File: config.mk
export PLATFORM = sky130hd
export DESIGN_NAME = freq_stream_unpacker
export DESIGN_NICKNAME = d
export VERILOG_FILES = /design/src/rtl/freq_stream_pkg.sv /design/src/rtl/stream_seq_check.sv /design/src/rtl/freq_stream_unpacker.sv
export SDC_FILE = /design/constraint.sdc
export NUM_CORES = 1
export LEC_CHECK = 0
export ABC_AREA = 1
export BUFFER_PORTS_ARGS = -buffer_cell sky130_fd_sc_hd__buf_2
export CORE_MARGIN = 5
export CORE_UTILIZATION = 57
export CTS_CLUSTER_SIZE = 20
export DETAILED_ROUTE_END_ITERATION = 6
export GPL_ROUTABILITY_DRIVEN = 0
export PLACE_DENSITY = 0.91
export SLEW_MARGIN = 20
export SYNTH_ARGS = -nofsm -noshare
export SYNTH_HDL_FRONTEND = slang
export SYNTH_SLANG_ARGS = --single-unit
File: constraint.sdc
create_clock -name dev_clk -period 3.2 [get_ports dev_clk]
set_input_delay 0.64 -clock dev_clk [delete_from_list [all_inputs] [get_ports dev_clk]]
set_output_delay 0.64 -clock dev_clk [all_outputs]
set_load 0.005 [all_outputs]
File: src/rtl/freq_stream_pkg.sv
// rtl/freq_stream_pkg.sv - shared widths, FSM states and header layout for the tone stream unpacker
package freq_stream_pkg;

  localparam int DATA_W = 80;
  localparam int IDX_W  = 7;
  localparam int K_W    = 14;
  localparam int OUT_W  = 32;

  localparam int HDR_LAST    = 31;
  localparam int HDR_ERR     = 30;
  localparam int HDR_IDX_LSB = 14;

  typedef enum logic [2:0] {
    ST_IDLE,
    ST_HDR,
    ST_D0,
    ST_D1,
    ST_D2
  } state_e;

  // Header beat: tlast and error flags on top, index above k, zeros between.
  function automatic logic [OUT_W-1:0] make_hdr(
    input logic             last,
    input logic             err,
    input logic [IDX_W-1:0] idx,
    input logic [K_W-1:0]   k
  );
    logic [OUT_W-1:0] h;
    h                        = '0;
    h[HDR_LAST]              = last;
    h[HDR_ERR]               = err;
    h[HDR_IDX_LSB +: IDX_W]  = idx;
    h[K_W-1:0]               = k;
    return h;
  endfunction

endpackage

File: src/rtl/stream_seq_check.sv
// rtl/stream_seq_check.sv - per-frame index/k sequence checker for incoming tone samples
module stream_seq_check
  import freq_stream_pkg::*;
(
  input  logic             clk,
  input  logic             rst_n,
  input  logic             hs_i,
  input  logic [IDX_W-1:0] idx_i,
  input  logic [K_W-1:0]   k_i,
  input  logic             last_i,
  output logic             err_o
);

  logic [IDX_W-1:0] exp_idx_q, exp_idx_d;
  logic [K_W-1:0]   frame_k_q, frame_k_d;
  logic             first_q, first_d;

  // Compare the accepted sample against expectations; always resync to what arrived
  always_comb begin
    exp_idx_d = exp_idx_q;
    frame_k_d = frame_k_q;
    first_d   = first_q;
    err_o     = 1'b0;
    if (hs_i) begin
      err_o     = (idx_i != exp_idx_q) || (!first_q && (k_i != frame_k_q));
      // Index wraps 127 -> 0 naturally in IDX_W bits.
      exp_idx_d = last_i ? '0 : idx_i + 7'd1;
      // Tracking the received k keeps the frame value and resyncs after a k error.
      frame_k_d = k_i;
      first_d   = last_i;
    end
  end

  // Sequence tracking state; reset means the next sample starts a fresh frame at index 0
  always_ff @(posedge clk or negedge rst_n) begin
    if (!rst_n) begin
      exp_idx_q <= '0;
      frame_k_q <= '0;
      first_q   <= 1'b1;
    end else begin
      exp_idx_q <= exp_idx_d;
      frame_k_q <= frame_k_d;
      first_q   <= first_d;
    end
  end

endmodule

File: src/rtl/freq_stream_unpacker.sv
// rtl/freq_stream_unpacker.sv - serializes 80-bit tone samples into header plus three 32-bit beats
module freq_stream_unpacker
  import freq_stream_pkg::*;
#(
  parameter int CNT_W = 16
) (
  input  logic                   dev_clk,
  input  logic                   dev_rst,
  input  logic [DATA_W-1:0]      s_axis_tdata,
  input  logic [IDX_W+K_W-1:0]   s_axis_tuser,
  input  logic                   s_axis_tvalid,
  output logic                   s_axis_tready,
  input  logic                   s_axis_tlast,
  output logic [OUT_W-1:0]       m_axis_tdata,
  output logic                   m_axis_tvalid,
  input  logic                   m_axis_tready,
  output logic                   m_axis_tlast,
  input  logic                   err_clr,
  output logic                   err_seq,
  output logic [CNT_W-1:0]       frame_count
);

  state_e            state_q, state_d;
  logic [DATA_W-1:0] data_q;
  logic [IDX_W-1:0]  idx_q;
  logic [K_W-1:0]    k_q;
  logic              last_q;
  logic              err_q;
  logic              err_seq_q;
  logic [CNT_W-1:0]  frame_count_q;

  logic              s_hs;
  logic              m_hs;
  logic              smp_err;

  assign s_hs = s_axis_tvalid && s_axis_tready;
  assign m_hs = m_axis_tvalid && m_axis_tready;

  stream_seq_check u_seq_check (
    .clk    (dev_clk),
    .rst_n  (dev_rst),
    .hs_i   (s_hs),
    .idx_i  (s_axis_tuser[IDX_W+K_W-1:K_W]),
    .k_i    (s_axis_tuser[K_W-1:0]),
    .last_i (s_axis_tlast),
    .err_o  (smp_err)
  );

  // Next state and beat outputs; outputs depend only on registered state except the D2 ready path
  always_comb begin
    state_d       = state_q;
    s_axis_tready = 1'b0;
    m_axis_tvalid = 1'b0;
    m_axis_tlast  = 1'b0;
    m_axis_tdata  = '0;
    case (state_q)
      ST_IDLE: begin
        s_axis_tready = 1'b1;
        if (s_axis_tvalid) state_d = ST_HDR;
      end
      ST_HDR: begin
        m_axis_tvalid = 1'b1;
        m_axis_tdata  = make_hdr(last_q, err_q, idx_q, k_q);
        if (m_axis_tready) state_d = ST_D0;
      end
      ST_D0: begin
        m_axis_tvalid = 1'b1;
        m_axis_tdata  = data_q[31:0];
        if (m_axis_tready) state_d = ST_D1;
      end
      ST_D1: begin
        m_axis_tvalid = 1'b1;
        m_axis_tdata  = data_q[63:32];
        if (m_axis_tready) state_d = ST_D2;
      end
      ST_D2: begin
        m_axis_tvalid = 1'b1;
        m_axis_tlast  = last_q;
        m_axis_tdata  = {16'h0000, data_q[79:64]};
        // Accepting the next sample while the last beat leaves avoids a bubble.
        s_axis_tready = m_axis_tready;
        if (m_axis_tready) state_d = s_axis_tvalid ? ST_HDR : ST_IDLE;
      end
      default: state_d = ST_IDLE;
    endcase
  end

  // FSM state register; reset drops tvalid at once and abandons any partial sample
  always_ff @(posedge dev_clk or negedge dev_rst) begin
    if (!dev_rst) state_q <= ST_IDLE;
    else          state_q <= state_d;
  end

  // Sample register captures data, sideband, tlast and the sequence verdict on every input handshake
  always_ff @(posedge dev_clk or negedge dev_rst) begin
    if (!dev_rst) begin
      data_q <= '0;
      idx_q  <= '0;
      k_q    <= '0;
      last_q <= 1'b0;
      err_q  <= 1'b0;
    end else if (s_hs) begin
      data_q <= s_axis_tdata;
      idx_q  <= s_axis_tuser[IDX_W+K_W-1:K_W];
      k_q    <= s_axis_tuser[K_W-1:0];
      last_q <= s_axis_tlast;
      err_q  <= smp_err;
    end
  end

  // Sticky error for software; a new error in the same cycle as a clear keeps the flag set
  always_ff @(posedge dev_clk or negedge dev_rst) begin
    if (!dev_rst)             err_seq_q <= 1'b0;
    else if (s_hs && smp_err) err_seq_q <= 1'b1;
    else if (err_clr)         err_seq_q <= 1'b0;
  end

  // Count frames as their final beat leaves; wraps at full scale
  always_ff @(posedge dev_clk or negedge dev_rst) begin
    if (!dev_rst)                               frame_count_q <= '0;
    else if (m_hs && state_q == ST_D2 && last_q) frame_count_q <= frame_count_q + 1'b1;
  end

  assign err_seq     = err_seq_q;
  assign frame_count = frame_count_q;

endmodule

# ---- Word level (Yosys, flattened, before mapping)
# Index checks and enable logic that the tools add are counted.
dict set report classes {
  n_mux 15
  reduce_logical 12
  addsub 2
  eq_ne 11
}
# cell count
set ops {}
lappend ops {{32-bit case mux with 4 select lines} 1}
lappend ops {{16-bit by 1-bit adder with 16-bit output, second input constant} 1}
lappend ops {{3-bit two-way mux} 5}
lappend ops {{3-bit case mux with 5 select lines} 1}
lappend ops {{14-bit != test} 1}
lappend ops {{2-bit != test, second input constant} 5}
lappend ops {{7-bit by 1-bit adder with 7-bit output, second input constant} 1}
lappend ops {{7-bit two-way mux} 1}
lappend ops {{7-bit != test} 1}
lappend ops {{3-bit by 2-bit equality test with 1-bit output, second input constant} 2}
lappend ops {{1-bit logical AND} 6}
lappend ops {{1-bit two-way mux} 6}
lappend ops {{5-bit AND reduction} 1}
lappend ops {{4-bit OR reduction} 1}
lappend ops {{3-bit by 1-bit equality test with 1-bit output, second input constant} 1}
lappend ops {{3-bit equality test, second input constant} 1}
lappend ops {{3-bit logical NOT} 1}
lappend ops {{1-bit case mux with 2 select lines} 1}
lappend ops {{2-bit nonzero test} 1}
lappend ops {{1-bit logical NOT} 1}
lappend ops {{1-bit logical OR} 1}
dict set report totals {
  elab_cells 50
  reg_bits 131
}

# ---- Longest topological paths before layout
dict set report logic_depth {
  word_depth 6
  depth_mapped 11
}

# ---- Modules after synthesis
# From an unflattened synthesis, not the netlist that was laid out.
dict set report unflattened {
  cells_unflattened 884
  hier_area_um2 6836.6
}
# module n_inst seq_area_each_um2 cells_per_inst area_each_um2
set by_module_without_submodules {}
lappend by_module_without_submodules {freq_stream_unpacker 1 3078.0 708 5579.1}
lappend by_module_without_submodules {stream_seq_check 1 551.8 176 1257.5}

# ---- Least setup slack after synthesis
# OpenSTA, ideal clock, no wires.
dict set report synth_path {
  path_kind {register to output}
  startpoint {register state_q[0]}
  endpoint {output m_axis_tdata[0]}
  path_stages_with_launch 7
  required_ps 2560
  t_arrival_ps 1269
  path_slack_ps 1291
  n_path_buf 1
  cell_sequence {dfrtp_1 > nor2_4 > nand2_4 > inv_1 > clkbuf_1 > nand2_1 > o2111ai_1}
}
dict set report synth_via {
  elab_chain_cells 2
}
# item line
set synth_rtl {}
lappend synth_rtl {{start: declaration} freq_stream_unpacker.sv:23} ;# state_e state_q, state_d;
lappend synth_rtl {{start signal: assignment} freq_stream_unpacker.sv:91} ;# else state_q <= state_d;
lappend synth_rtl {{3-bit equality test (tied with other cells)} freq_stream_unpacker.sv:56} ;# case (state_q)
lappend synth_rtl {{32-bit case mux with 4 select lines (*)} freq_stream_unpacker.sv:56}
lappend synth_rtl {{end: declaration} freq_stream_unpacker.sv:14} ;# output logic [OUT_W-1:0] m_axis_tdata,
# Mark *: on every way between the ends. The rest lies on a longest branch, timed or not.

# ---- Worst setup path after layout
dict set report layout_path {
  startpoint {register state_q[2]}
  endpoint {output m_axis_tdata[4]}
}
# Same word-level chain as after synthesis.

==> impl_metrics.toml <==
[run_status]
status = "completed"

[drt]
wl_per_cell_um = 15.7
top_layer_used = "met4"
wl_met1_um = 6950
vias = 5719
wl_um = 17000
route.met3.wl_um = 1330
drtAntennaViolNets = 0
drt_iter0_markers = 708
dr.pass1.iters = 5
drc_errors = 0
route.met2.wl_um = 8370
vias_per_cell = 5.26

[finish]
final_cell_count_no_fill = 1087
fillCellCount = 803
final_nets = 1043
post-route-util = 0.716
drive_above_1_share = 0.222
n_antenna_cell = 0
fin_area_um2 = 7690
syn_to_final_growth_pct = 24.6

[clocking]
clockBufferDepth = 2
htreeDepth = 4
cts_hold_buf = 0
clk_latency_ps = 520
cts_tree = "done"
clkTransAtPathRegs_ps = 60
post_cts_buffers = 0
post_cts_resized = 0
cts_sinks = 131
numCtsBuffers = 17
cts_root_buf = "clkbuf_8"

[critical_path]
cp.arrival_ps = 2380
crit_top_cell = "inv_1"
worst_setup_path_start_kind = "flop"
end_kind = "output pin"
crit_fanout = 18
crit_slowest_cell = "dfrtp_1"
cpLargestDelayFamily = "buffers and inverters"
required_ps = 2560
critical_path_buf_inv_count = 4
slowest_delay_ps = 420
critPathKind = "reg -> out"
worstPathCellList = "inv_1, nand3_1, inv_1, buf_4, nand2_1, o2111ai_1, buf_2"

[logic_synthesis]
synth_edf_count = 0
synthTopCellsByArea = "dfrtp_1 (53%), nand2_1 (26%), inv_1 (2.7%)"
avgSynthCellArea_um2 = 7.92
synth_commonest_cells = "nand2_1 (433), dfrtp_1 (130), inv_1 (45)"
syn_nets = 889
synth_most_common_cell = "nand2_1"
synthArstFlopShare = 1.00
synth_top_area_cell = "dfrtp_1"
synth-seq-cells = 131
synth.distinct_cells = 30
syn_inst = 780
yosysTopAreaCellShare = 0.527
yosys_warnings = 0
netlist_area_um2 = 6170
synth_ff_type = "dfrtp_1"
yosysSeqAreaShare = 0.531

[sta]
setup_viol = 0
tightest_slew_ps = 853
hold_violations = 0
final_max_slew_viol_count = 0
fmax_mhz = 331
hold_slack_ps = 83.2
rsz0062_at_grt = "no"
period_share = 0.943
fin_ws_ps = 182
skew_ps = 9.51
slew_headroom = 0.431
post-route-min-period_ps = 3020
tns_ps = 0

[floorplanning]
dieArea_um2 = 13000
core_um2 = 10700
die_w_um = 114
boundaryPins = 159
initial_utilization = 0.575
num_rows = 38
die_y_um = 114

[grt]
antenna_found_initial = 0
grtUsageTotal = 0.269
grt_overflow = 0
grt_max_degree = 92
grt_pass1_vias = 5757
grt_pass1_wl_um = 27800

[pwr]
power_mw = 7.07
p_per_area_nw_per_um2 = 919
power_leakage_nw = 4.31
ir_drop_mv = 0.553

[place]
dp_cells = 1055
post_dp_cell_area_um2 = 7090
dp_slack_ps = 740
dp_hpwl_um = 11500
io_buffers = 158

[min_path]
hold_path_class = "in -> async"

[job]
drv_cap = 0
## cell type report
class	count	area, um2	area share
well taps	140	175	0.0228
inverters	47	176	0.0229
repair buffers	166	882	0.115
clock inverters	10	155	0.0202
flip-flops and latches	131	3280	0.426
clock buffers	22	453	0.0589
multi-input cells	571	2570	0.334
## sequential cells by signal, indices dropped and copies added, names as in the netlist
signal / flops
last_q: 1
u_seq_check.first_q: 1
frame_count: 16
state_q: 3
err_seq: 1
data_q: 80
u_seq_check.exp_idx_q: 7
idx_q: 7
u_seq_check.frame_k_q: 14
err_q: 1
## cell families after synthesis
logic type / Yosys count / synth area share
AO/OA/AOI/OAI: 53 / 0.0567
XOR/XNOR: 26 / 0.0369
adder cells (fa/ha/maj): 2 / 0.00405
buffers and inverters: 78 / 0.0521
AND/OR/NAND/NOR: 490 / 0.319
flip-flops: 131 / 0.531
## power by group
group,switching (mW),internal [mW],total (mW)
registers,0.443,2.36,2.80
clock network,0.705,1.30,2.01
logic,1.39,0.873,2.26
## cells in the final DEF (no fill, tap or decap), types with 5 or more instances in the layout
cell | synthesis | final
xnor2_1 | 16 | 16
o21ai_0 | 23 | 23
nand2_1 | 433 | 433
buf_4 | 3 | 6
nand3_1 | 14 | 14
buf_2 | 14 | 157
dfrtp_1 | 130 | 130
clkbuf_16 | 0 | 16
a21oi_1 | 5 | 5
o2111ai_1 | 12 | 12
a22o_1 | 10 | 10
nor2_1 | 18 | 18
inv_1 | 45 | 45
xor2_1 | 10 | 10
nand4_1 | 9 | 9
## final timing paths
kind                       slack, ps                                    to  depth (start not counted)              startpoint
max                              180                       m_axis_tdata[4]                          7  state_q[2]$_DFFE_PN0P_
min in group dev_clk             310                data_q[26]$_DFFE_PN0P_                          3        s_axis_tdata[26]
max in group asynchronous       2360                data_q[61]$_DFFE_PN0P_                          2                 dev_rst
max reg2reg                      960                data_q[41]$_DFFE_PN0P_                          8  state_q[0]$_DFFE_PN0P_
min                               80  u_seq_check.frame_k_q[4]$_DFFE_PN0P_                          1                 dev_rst
min reg2reg                      480                data_q[49]$_DFFE_PN0P_                          2  data_q[49]$_DFFE_PN0P_
## layer usage
metal / vias to the layer above / track usage
met5: - / 0
met4: 0 / 0.0903
met3: 34 / 0.0566
met2: 272 / 0.447
met1: 2672 / 0.354
li1: 2741 / -
(Power assumes the default switching activity.)
